## config.mk

```make
export PLATFORM = sky130hd
export DESIGN_NAME = instr_encoder_flat
export DESIGN_NICKNAME = d
export VERILOG_FILES = /design/src/rtl/instr_encoder_if.sv /design/src/rtl/instr_encoder.sv /design/src/flat_wrapper.sv
export SDC_FILE = /design/constraint.sdc
export NUM_CORES = 1
export LEC_CHECK = 0
export CAP_MARGIN = 20
export CORE_MARGIN = 3
export CORE_UTILIZATION = 44
export DETAILED_ROUTE_END_ITERATION = 6
export GPL_TIMING_DRIVEN = 0
export PLACE_DENSITY = 0.84
export SLEW_MARGIN = 15
export SYNTH_ARGS = -nofsm -noshare
export SYNTH_HDL_FRONTEND = slang
export SYNTH_SLANG_ARGS = --single-unit
```

## constraint.sdc

```tcl
create_clock -name clk -period 3.1 [get_ports clk]
set_input_delay 0.465 -clock clk [delete_from_list [all_inputs] [get_ports clk]]
set_output_delay 0.465 -clock clk [all_outputs]
set_load 0.01 [all_outputs]
```

## src/rtl/instr_encoder_if.sv

```systemverilog
// Field-bundle input and encoded-word output handshakes of instr_encoder.
// master = loader/sink side, slave = encoder side.
interface instr_encoder_if #(
   parameter int ADDR_W = 32
);
   logic                    in_valid;
   logic                    in_ready;
   logic [2:0]              kind;
   logic [2:0]              funct3;
   logic                    funct7b5;
   logic [4:0]              rd;
   logic [4:0]              rs1;
   logic [4:0]              rs2;
   logic signed [20:0]      imm;
   logic                    out_valid;
   logic                    out_ready;
   logic [31:0]             out_instr;
   logic [ADDR_W-1:0]       out_addr;

   modport master (
      output in_valid, kind, funct3, funct7b5, rd, rs1, rs2, imm, out_ready,
      input  in_ready, out_valid, out_instr, out_addr
   );

   modport slave (
      input  in_valid, kind, funct3, funct7b5, rd, rs1, rs2, imm, out_ready,
      output in_ready, out_valid, out_instr, out_addr
   );
endinterface

```

## src/rtl/instr_encoder.sv

```systemverilog
// RV32I instruction encoder: packs decoded fields into 32-bit words with auto-incrementing
// addresses. Optional immediate range checking is enabled by defining ENCO_RANGE_CHECK_EN.
module instr_encoder #(
   parameter int                ADDR_W    = 32,
   parameter logic [ADDR_W-1:0] BASE_ADDR = '0
) (
   input  logic           clk,
   input  logic           rst,
   input  logic           clear,
   instr_encoder_if.slave bus,
   output logic [15:0]    count,
   output logic           err
);
   localparam logic [2:0] K_LW  = 3'd0;
   localparam logic [2:0] K_SW  = 3'd1;
   localparam logic [2:0] K_R   = 3'd2;
   localparam logic [2:0] K_B   = 3'd3;
   localparam logic [2:0] K_I   = 3'd4;
   localparam logic [2:0] K_JAL = 3'd5;
   localparam logic [2:0] K_CSR = 3'd6;
   localparam logic [2:0] K_BAD = 3'd7;

   localparam logic [6:0] OP_LW  = 7'b0000011;
   localparam logic [6:0] OP_SW  = 7'b0100011;
   localparam logic [6:0] OP_R   = 7'b0110011;
   localparam logic [6:0] OP_B   = 7'b1100011;
   localparam logic [6:0] OP_I   = 7'b0010011;
   localparam logic [6:0] OP_JAL = 7'b1101111;
   localparam logic [6:0] OP_CSR = 7'b1110011;

   localparam logic [ADDR_W-1:0] ADDR_STEP = ADDR_W'(4);

   function automatic logic is_shift(input logic [2:0] f3);
      return (f3 == 3'b001) || (f3 == 3'b101);
   endfunction

   function automatic logic [15:0] sat_inc(input logic [15:0] c);
      return (c == 16'hFFFF) ? c : c + 16'd1;
   endfunction

   function automatic logic [31:0] encode(
      input logic [2:0]         k,
      input logic [2:0]         f3,
      input logic               f7b5,
      input logic [4:0]         rd_i,
      input logic [4:0]         rs1_i,
      input logic [4:0]         rs2_i,
      input logic signed [20:0] im
   );
      logic [31:0] w;
      w = '0;
      case (k)
         K_LW:  w = {im[11:0], rs1_i, 3'b010, rd_i, OP_LW};
         K_SW:  w = {im[11:5], rs2_i, rs1_i, 3'b010, im[4:0], OP_SW};
         K_R:   w = {1'b0, f7b5, 5'b00000, rs2_i, rs1_i, f3, rd_i, OP_R};
         K_B:   w = {im[12], im[10:5], rs2_i, rs1_i, f3, im[4:1], im[11], OP_B};
         K_I: begin
            if (is_shift(f3)) w = {1'b0, f7b5, 5'b00000, im[4:0], rs1_i, f3, rd_i, OP_I};
            else              w = {im[11:0], rs1_i, f3, rd_i, OP_I};
         end
         K_JAL: w = {im[20], im[10:1], im[11], im[19:12], rd_i, OP_JAL};
         K_CSR: w = {im[11:0], rs1_i, f3, rd_i, OP_CSR};
         default: w = '0;
      endcase
      return w;
   endfunction

`ifdef ENCO_RANGE_CHECK_EN
   function automatic logic imm_in_range(
      input logic [2:0]         k,
      input logic [2:0]         f3,
      input logic signed [20:0] im
   );
      logic ok;
      ok = 1'b1;
      case (k)
         K_LW, K_SW: ok = (im >= -21'sd2048) && (im <= 21'sd2047);
         K_B:        ok = (im >= -21'sd4096) && (im <= 21'sd4094) && !im[0];
         K_I: begin
            if (is_shift(f3)) ok = (im >= 21'sd0) && (im <= 21'sd31);
            else              ok = (im >= -21'sd2048) && (im <= 21'sd2047);
         end
         // The 21-bit input already spans the full JAL range; only alignment matters.
         K_JAL:      ok = !im[0];
         K_CSR:      ok = (im >= 21'sd0) && (im <= 21'sd4095);
         K_R:        ok = 1'b1;
         default:    ok = 1'b0;
      endcase
      return ok;
   endfunction
`endif

   logic              out_valid_q, out_valid_d;
   logic [31:0]       out_instr_q, out_instr_d;
   logic [ADDR_W-1:0] out_addr_q, out_addr_d;
   logic [ADDR_W-1:0] addr_cnt_q, addr_cnt_d;
   logic [15:0]       count_q, count_d;
   logic              err_q, err_d;
   logic              accept;
   logic              out_fire;
   logic              legal;

   assign bus.in_ready = !out_valid_q || bus.out_ready;
   assign accept       = bus.in_valid && bus.in_ready;
   assign out_fire     = out_valid_q && bus.out_ready;

`ifdef ENCO_RANGE_CHECK_EN
   assign legal = (bus.kind != K_BAD) && imm_in_range(bus.kind, bus.funct3, bus.imm);
`else
   assign legal = (bus.kind != K_BAD);
`endif

   always_comb begin
      out_valid_d = out_valid_q;
      out_instr_d = out_instr_q;
      out_addr_d  = out_addr_q;
      addr_cnt_d  = addr_cnt_q;
      count_d     = count_q;
      err_d       = err_q;

      if (out_fire) begin
         out_valid_d = 1'b0;
         count_d     = sat_inc(count_q);
      end

      // Dropped bundles still consume their handshake but never touch the address counter.
      if (accept) begin
         if (legal) begin
            out_valid_d = 1'b1;
            out_instr_d = encode(bus.kind, bus.funct3, bus.funct7b5,
                                 bus.rd, bus.rs1, bus.rs2, bus.imm);
            out_addr_d  = addr_cnt_q;
            addr_cnt_d  = addr_cnt_q + ADDR_STEP;
         end else begin
            err_d = 1'b1;
         end
      end

      if (clear) begin
         out_valid_d = 1'b0;
         addr_cnt_d  = BASE_ADDR;
         count_d     = '0;
         err_d       = 1'b0;
      end
   end

   always_ff @(posedge clk or posedge rst) begin
      if (rst) begin
         out_valid_q <= 1'b0;
         out_instr_q <= '0;
         out_addr_q  <= BASE_ADDR;
         addr_cnt_q  <= BASE_ADDR;
         count_q     <= '0;
         err_q       <= 1'b0;
      end else begin
         out_valid_q <= out_valid_d;
         out_instr_q <= out_instr_d;
         out_addr_q  <= out_addr_d;
         addr_cnt_q  <= addr_cnt_d;
         count_q     <= count_d;
         err_q       <= err_d;
      end
   end

   assign bus.out_valid = out_valid_q;
   assign bus.out_instr = out_instr_q;
   assign bus.out_addr  = out_addr_q;
   assign count         = count_q;
   assign err           = err_q;
endmodule

```

## src/flat_wrapper.sv

```systemverilog
// flat-port wrapper written by rule: the top's interface ports become plain ports
module instr_encoder_flat 
#(
   parameter int                ADDR_W    = 32,
   parameter logic [ADDR_W-1:0] BASE_ADDR = '0
)
  (clk, rst, clear, count, err, bus_in_valid, bus_kind, bus_funct3, bus_funct7b5, bus_rd, bus_rs1, bus_rs2, bus_imm, bus_out_ready, bus_in_ready, bus_out_valid, bus_out_instr, bus_out_addr);
  instr_encoder_if #(.ADDR_W(ADDR_W)) bus_i ();
  input  logic clk;
  input  logic rst;
  input  logic clear;
  output logic [15:0] count;
  output logic err;
  input wire logic [$bits(bus_i.in_valid)-1:0] bus_in_valid;
  input wire logic [$bits(bus_i.kind)-1:0] bus_kind;
  input wire logic [$bits(bus_i.funct3)-1:0] bus_funct3;
  input wire logic [$bits(bus_i.funct7b5)-1:0] bus_funct7b5;
  input wire logic [$bits(bus_i.rd)-1:0] bus_rd;
  input wire logic [$bits(bus_i.rs1)-1:0] bus_rs1;
  input wire logic [$bits(bus_i.rs2)-1:0] bus_rs2;
  input wire logic [$bits(bus_i.imm)-1:0] bus_imm;
  input wire logic [$bits(bus_i.out_ready)-1:0] bus_out_ready;
  output wire logic [$bits(bus_i.in_ready)-1:0] bus_in_ready;
  output wire logic [$bits(bus_i.out_valid)-1:0] bus_out_valid;
  output wire logic [$bits(bus_i.out_instr)-1:0] bus_out_instr;
  output wire logic [$bits(bus_i.out_addr)-1:0] bus_out_addr;
  assign bus_i.in_valid = bus_in_valid;
  assign bus_i.kind = bus_kind;
  assign bus_i.funct3 = bus_funct3;
  assign bus_i.funct7b5 = bus_funct7b5;
  assign bus_i.rd = bus_rd;
  assign bus_i.rs1 = bus_rs1;
  assign bus_i.rs2 = bus_rs2;
  assign bus_i.imm = bus_imm;
  assign bus_i.out_ready = bus_out_ready;
  assign bus_in_ready = bus_i.in_ready;
  assign bus_out_valid = bus_i.out_valid;
  assign bus_out_instr = bus_i.out_instr;
  assign bus_out_addr = bus_i.out_addr;
  instr_encoder #(.ADDR_W(ADDR_W), .BASE_ADDR(BASE_ADDR)) u_core (.clk(clk), .rst(rst), .clear(clear), .bus(bus_i), .count(count), .err(err));
endmodule
```

* Word-level counts from Yosys, hierarchy flattened
Index checks and enable logic that the tools add are counted.
** Storage, ports and cells
- Flip-flop bits (word level) :: 114
- Logic and storage cells :: 48
- Output and inout bits :: 83
- Bits of input ports :: 48
** Cells by class
- Eq/ne operators :: 12
- Reduce and logical (&&, ||, !) cells :: 13
- Mux-type cells :: 15
- Add/sub/neg operators :: 2
** Operator list (count)
- 32-bit one-hot mux with 7 select lines :: 1
- 32-bit two-way mux :: 4
- 16-bit two-way mux :: 3
- 32-bit by 3-bit adder with 32-bit output, second input constant :: 1
- 16-bit by 1-bit adder with 16-bit output, second input constant :: 1
- 16-bit equality test, second input constant :: 1
- 3-bit equality test, second input constant :: 4
- 2-bit AND reduction :: 4
- 1-bit two-way mux :: 7
- 3-bit by 1-bit equality test with 1-bit output, second input constant :: 2
- 3-bit by 2-bit equality test with 1-bit output, second input constant :: 2
- 2-bit nonzero test :: 3
- 2-bit inequality test, second input constant :: 2
- 3-bit logical NOT :: 1
- 3-bit inequality test, second input constant :: 1
- 1-bit logical AND :: 2
- 1-bit logical OR :: 2
- 1-bit logical NOT :: 1

* Logic depth before layout (Yosys ltp)
Gate-level depths: netlist of run 1.
- Depth after elaboration :: 5
- Depth in mapped cells :: 8
- Gate-level depth less buffers :: 6

* Worst setup path before layout of run 1
Ideal clock, no wire load.
- Path kind :: reg-to-reg
- From :: reg u_core.addr_cnt_q[2]
- To :: reg u_core.addr_cnt_q[26]
- Data required time :: 2.975 ns
- Data arrival time :: 1.866 ns
- Cell stages (with the launch flop) :: 8
- Path buffers :: 1
- Path slack :: 1.109 ns
- Library setup time :: 0.125 ns
- Clock period less this slack :: 1.991 ns
- Path through :: dfrtp_1 -> ha_1 -> inv_1 -> or3_1 -> buf_6 -> nor4_4 -> nand3_2 -> mux2_4
** On the way
- Cells in the longest elaborated chain, start to end :: 4
** RTL lines
- start: declaration :: line instr_encoder.sv:96 : logic [ADDR_W-1:0] addr_cnt_q, addr_cnt_d;
- start signal: assignment :: line instr_encoder.sv:159 : addr_cnt_q <= addr_cnt_d;
- 32-bit by 3-bit adder with 32-bit output :: line instr_encoder.sv:133 : addr_cnt_d = addr_cnt_q + ADDR_STEP;
- 32-bit two-way mux :: line instr_encoder.sv:128 : if (legal) begin
- 32-bit two-way mux :: line instr_encoder.sv:127 : if (accept) begin
- 32-bit two-way mux :: line instr_encoder.sv:139 : if (clear) begin
Every way passes these cells. The select of a mux whose other input is x is not followed.
A chain may end at the register's enable or synchronous reset.

* Final worst setup path of run 1
- From :: in bus_out_ready
- To :: reg u_core.out_instr_q[14], in the netlist u_core.bus.out_instr[14]
** On the way
- Cells in the longest elaborated chain, start to end :: 3
** RTL lines
- start: declaration :: line flat_wrapper.sv:22 : input wire logic [$bits(bus_i.out_ready)-1:0] bus_out_ready;
- 1-bit logical OR :: line instr_encoder.sv:103 : assign bus.in_ready = !out_valid_q || bus.out_ready;
- 1-bit logical AND :: line instr_encoder.sv:104 : assign accept = bus.in_valid && bus.in_ready;
- 2-bit AND reduction (no line)
- end signal: assignment :: line instr_encoder.sv:157 : out_instr_q <= out_instr_d;
- end: declaration :: line instr_encoder.sv:94 : logic [31:0] out_instr_q, out_instr_d;
Every way passes these cells.

==> metrics.txt, run 1 <==
ANT nets after route=0; Max Cap Viol=0; final net count=752; pin count of the biggest net entering global routing=35; cts hold-fix bufs=0; P&R area growth vs syn=36.2%; Die W=113 µm; wire per inst=16.1 µm; clk slew on worst S/H paths=0.07 ns; clock power share=0.381; CP Cell Sequence=clkdlybuf4s50_1 -> nand2b_1 -> buf_4 -> nand3_1 -> clkbuf_1 -> buf_1 -> a221oi_1 -> nor2_1; Fin. Hold Viols=0; Clock Root Buffer=clkbuf_16; DRC violations left=0; Num CTS Buffers=9; Tmin final=2.42 ns; sw power=0.799 mW; layout cells sized above 1=0.0552; CTS sink cnt=108; leading post-synthesis cells by cell area=dfrtp_1, nand2_1, nor2_1, xnor2_1, nand3_1; sw frac=0.250; Top FF cell, synth=dfrtp_1; RSZ-0062 raised after global routing=no; fill count=912; starting density of the core=0.460; Setup Buffers After CTS=0; initial DRC count=296; setup TNS=0 ns; most common cell in the netlist=nand2_1; clk_lat worst skew=0.35 ns; post-synthesis cell count=560; Layout Utilization=0.627; Reg power frac=0.473; drt total wl=13.6 mm; sequential area share after synthesis=0.533; Critical Path Start Type=primary input; IO Pins=131; Tightest Pin Transition=0.784 ns; core area=11000 µm²; Combinational Power Share=0.145; top post-synthesis cells by count=nand2_1, dfrtp_1, nor2_1; min-delay worst type=primary input to async pin; TritonCTS clock tree=built; EDFF count, synth=0; Max stage delay cell, worst path=buf_1; worst endpoint required time=3.38 ns; skew final=0.00765 ns; post-synthesis cell area=5070 µm²; H-tree depth=3; routed vias=4628; first-pass GRT wire length=22.5 mm; Final Max Slew Viols=0; Total GRT Usage=0.217; HPWL after detailed placement=10.1 mm; synthesis-stage register bit count=108; pwr/cell area=462 nW/µm²; Distinct cells, synth=47; antenna violations before repair=0; worst vdd ir=0.000287 V; Power Internal=2.40 mW; Reg area=2700 µm²; clock tree buffer depth=2; drt first pass iters=5; crit-path leading delay family=buffers and inverters; f_max=0.414 GHz; RD Place Congestion=0.895; GRT overflow=0; WS Path Type=primary input to flop; number of buffers added on ports=127; Die ar.=12900 µm²; slowest stage delay, CP=0.48 ns; Ys Warns=0; vias in the first global route=4657; final setup fails=0; cts repair resizes=0; vias per cell=5.46; arrival time at the worst endpoint=2.70 ns; Rel. slew slack=0.473; Buf+Inv Stages, Crit Path=4; FFs w/ async S/R, synth=1.00; leakage power=2.98 nW; status=completed; Die Span Y=113 µm; final period utilization=0.780; CP endpoint kind=flop; top cell type's share of synthesized area=0.533; n_diodes=0; Multi-input gate area=2190 µm²; Post-Syn Area per Cell=9.06 µm²; R2R Setup Slk=0.89 ns; Row Count=38; critical path peak fanout=10; biggest area consumer among synthesized cells=dfrtp_1
layout by cell type (no fill, tap or decap), drive strengths merged, types with 2 or more instances in the layout:
master	count
a221oi	12
clkinv	3
nor4	9
clkbuf	32
nand2	131
nand3	28
o21ai	16
xor2	14
nor2	79
nand2b	4
nor3	11
a21oi	15
ha	2
buf	17
and3	4
dfrtp	108
nand4	19
nor3b	4
and4	4
or3	4
inv	6
o31ai	4
mux2	3
clkdlybuf4s50	127
conb	2
and2	4
a31oi	5
nor2b	8
xnor2	20
metrics by stage:
stage | power (mW) | setup WS, ns | hold WS (ns) | instances | instance area (µm²)
floorplan | 1.73 | 1.11 | 0.460 | 561 | 5080
global placement | 1.98 | 0.333 | 0.453 | 828 | 6530
detailed placement | 2.00 | 0.346 | 0.457 | 831 | 6590
CTS | 3.22 | 0.686 | 0.412 | 847 | 6910
global route | 3.32 | 0.470 | 0.433 | 847 | 6910
finish | 3.20 | 0.683 | 0.413 | 847 | 6910
flip-flops by register name (all words and copies together) (netlist names):
signal	count
u_core.bus.out_addr	30
u_core.bus.out_instr	30
u_core.count	16
u_core.addr_cnt_q	30
u_core.bus.out_valid	1
u_core.err	1
final cells by class:
cell class	count	area share
Sequential cell	108	0.391
Multi-Input combinational cell	412	0.317
Timing Repair Buffer	130	0.193
Clock buffer	12	0.0386
Tap cell	140	0.0253
Buffer	34	0.0228
Clock inverter	4	0.00815
Inverter	7	0.00434
final timing paths:
kind                                               from                        to  depth (start not counted)
worst max register to register     u_core.addr_cnt_q[2]     u_core.addr_cnt_q[26]                          7
worst max-delay path                      bus_out_ready  u_core.bus.out_instr[14]                          8
worst min register to register  u_core.bus.out_addr[11]   u_core.bus.out_addr[11]                          2
max in group asynchronous                           rst      u_core.addr_cnt_q[6]                          4
min in group clk                u_core.bus.out_addr[11]   u_core.bus.out_addr[11]                          2
worst min-delay path                                rst  u_core.bus.out_instr[26]                          2
cells by family after synthesis:
group,share of synthesized area
flops,0.533
xor+xnor,0.0587
fa+ha+maj,0.00493
mux,0.00937
other cells,0.000739
compound gates,0.0757
buf+inv,0.0362
simple gates,0.282
routing by layer:
layer / GRT usage / wire (µm)
met1: 0.267 / 5520
met2: 0.366 / 6730
met3: 0.0610 / 1050
met4: 0.0777 / 322
met5: 0 / 0
worst register-to-register path, stage by stage, from the launching register on:
cell     delay [ns]
dfrtp_1        0.41
ha_1           0.22
inv_1          0.10
or3_1          0.40
buf_6          0.15
nor4_4         0.38
nand3_2        0.13
mux2_4         0.31
power groups by stage:
stage | Clock, mW | Sequential [mW] | Combinational [mW]
4_1_cts | 1.24 | 1.51 | 0.469
3_5_place_dp | 0 | 1.54 | 0.467
3_3_place_gp | 0 | 1.54 | 0.448
2_1_floorplan | 0 | 1.56 | 0.171
6_report | 1.22 | 1.51 | 0.465
5_1_grt | 1.29 | 1.52 | 0.508
Note: power is estimated with default switching activity, not from simulation.
==> inputs of run 2 (changes only) <==
Settings changed: CORE_UTILIZATION 44 to 49, PLACE_DENSITY 0.84 to 0.88.
Clock period 3.1 ns to 2.25 ns, I/O delays scaled along.
==> run 2 against run 1 <==
Compared with the run above: count of clock-buffer cells in the layout is 1 lower; worst setup slack worse by 0.59 ns; critical endpoint is now u_core.addr_cnt_q[27]; clock skew rose by 0.0030 ns; core utilization increased by 6.1 points; die area down 9.7%.
==> metrics.txt, run 2 (synthesized netlist as in run 1, its figures left out) <==
status=completed; ANT nets after route=0 (unchanged); Critical R2R Launch=u_core.addr_cnt_q[5]; Die Span Y=108 µm (-5.0%); DRC violations left=0 (unchanged); leakage power=2.97 nW (-0.15%); critical path peak fanout=9 (-1); initial DRC count=221 (-25%); vias per cell=5.54 (+1.4%); commonest cells after routing, fill and taps aside=nand2_1, clkdlybuf4s50_1, dfrtp_1; H-tree depth=3 (unchanged); WS Path Type=flop to flop; Total GRT Usage=0.241 (+0.0243); routed vias=4655 (+0.58%); Critical Path Start Type=flop; pin count of the biggest net entering global routing=38 (+8.6%); P&R area growth vs syn=34.2%; layout cells sized above 1=0.0707 (+0.0156); number of buffers added on ports=127 (unchanged); worst vdd ir=0.000354 V (+23%); RSZ-0062 raised after global routing=no; Clock Root Buffer=clkbuf_8; Die W=108 µm (-5.0%); HPWL after detailed placement=10.3 mm (+1.8%); Fin. Hold Viols=0 (unchanged); Final Max Slew Viols=0 (unchanged); FF-to-FF End=u_core.addr_cnt_q[27]; R2R Setup Slk=0.1 ns (-0.79 ns); TritonCTS clock tree=built; starting density of the core=0.512 (+0.0520); wire per inst=16.2 µm (+0.85%); setup TNS=0 ns (unchanged); clk slew on worst S/H paths=0.10 ns (+0.03 ns); drt first pass iters=5 (unchanged); Die ar.=11600 µm² (-9.7%); vias in the first global route=4724 (+1.4%); Row Count=36 (-5.3%); drt total wl=13.6 mm (about the same); RD Place Congestion=0.880 (-1.6%); CP endpoint kind=flop; core area=9910 µm² (-10%); GRT overflow=0 (unchanged); antenna violations before repair=0 (unchanged); arrival time at the worst endpoint=2.45 ns (-0.25 ns); min-delay worst type=primary input to async pin; n_diodes=0 (unchanged); IO Pins=131 (unchanged); worst endpoint required time=2.54 ns (-0.84 ns); Tightest Pin Transition=0.781 ns (-0.00381 ns); clk_lat worst skew=0.36 ns (about the same); Post-DP Area=6590 µm² (about the same); final setup fails=0 (unchanged); f_max=0.464 GHz; final net count=752 (unchanged); first-pass GRT wire length=22.2 mm (-1.2%); post-route cell area=6810 µm² (-1.4%); Worst R2R Path Depth=5 (-2); Tmin final=2.15 ns; Num CTS Buffers=9 (unchanged); Rel. slew slack=0.475 (+0.00245); CTS sink cnt=108 (unchanged); most common cell after layout, fill and taps aside=nand2_1; clock tree buffer depth=2 (unchanged); fill count=759 (-17%); skew final=0.0107 ns (+0.00301 ns); final period utilization=0.957; pwr/cell area=581 nW/µm² (+26%); Layout Utilization=0.688 (+0.0609); Max Cap Viol=0 (unchanged)
==> run 2: worst max-delay path, stage by stage (launching register included) <==
cell     delay [ns]
dfrtp_1        0.47
nand4_2        0.19
nor3_2         0.58
nand3_1        0.29
or3_1          0.41
a21oi_1        0.14
==> run 2: per-stage QoR <==
stage          worst slack [ns]  hold WS [ns]  instances  power, mW
3_3_place_gp             -0.508         0.452        821       2.73
4_1_cts                  0.0694         0.334        840       3.97
5_1_grt                 0.00843         0.359        840       4.12
6_report                 0.0963         0.337        840       3.96
2_1_floorplan             0.259         0.460        561       2.39
3_5_place_dp             -0.606         0.456        824       2.77
==> run 2: where the power goes <==
group	total (mW)	internal, mW	switching [mW]	leakage (nW)
clock	1.22	0.551	0.667	0.0999
combinational	0.656	0.318	0.338	1.43
sequential	2.08	2.03	0.0565	1.44
total	3.96	2.90	1.06	2.97
==> run 2: what timing repair did <==
item	in CTS	in global routing
endpoints found under the setup margin	48	44
pin swaps	0	1
gates cloned	0	0
buffers inserted	0	0
hold endpoints to repair	0	0
hold buffers	0	0
gates resized for setup	6	12
==> run 2: worst max-delay path by stage <==
stage          slack, ns                 start                     end
2_1_floorplan       0.26  u_core.addr_cnt_q[2]   u_core.addr_cnt_q[26]
3_3_place_gp       -0.51         bus_out_ready    u_core.bus.out_valid
3_5_place_dp       -0.61           bus_kind[1]  u_core.bus.out_addr[4]
4_1_cts             0.07  u_core.addr_cnt_q[2]   u_core.addr_cnt_q[26]
5_1_grt            0.008           bus_kind[1]  u_core.bus.out_addr[4]
6_report             0.1  u_core.addr_cnt_q[5]   u_core.addr_cnt_q[27]
==> run 2: final cells by class <==
type | count | area [µm²] | share of cell area
flip-flops and latches | 108 | 2700 | 0.397
multi-input cells | 412 | 2200 | 0.323
repair buffers | 130 | 1340 | 0.197
plain buffers | 34 | 173 | 0.0253
well taps | 133 | 166 | 0.0244
clock buffers | 11 | 141 | 0.0208
clock inverters | 5 | 60.1 | 0.00882
inverters | 7 | 30.0 | 0.00441
==> run 2: layer usage <==
layer  GRT usage  part of all wire  vias up
met3      0.0534             0.081       41
met5           0                 0        -
met2       0.409              0.51      256
met4       0.107             0.029        0
li1            -                 -     2169
met1       0.294              0.38     2189
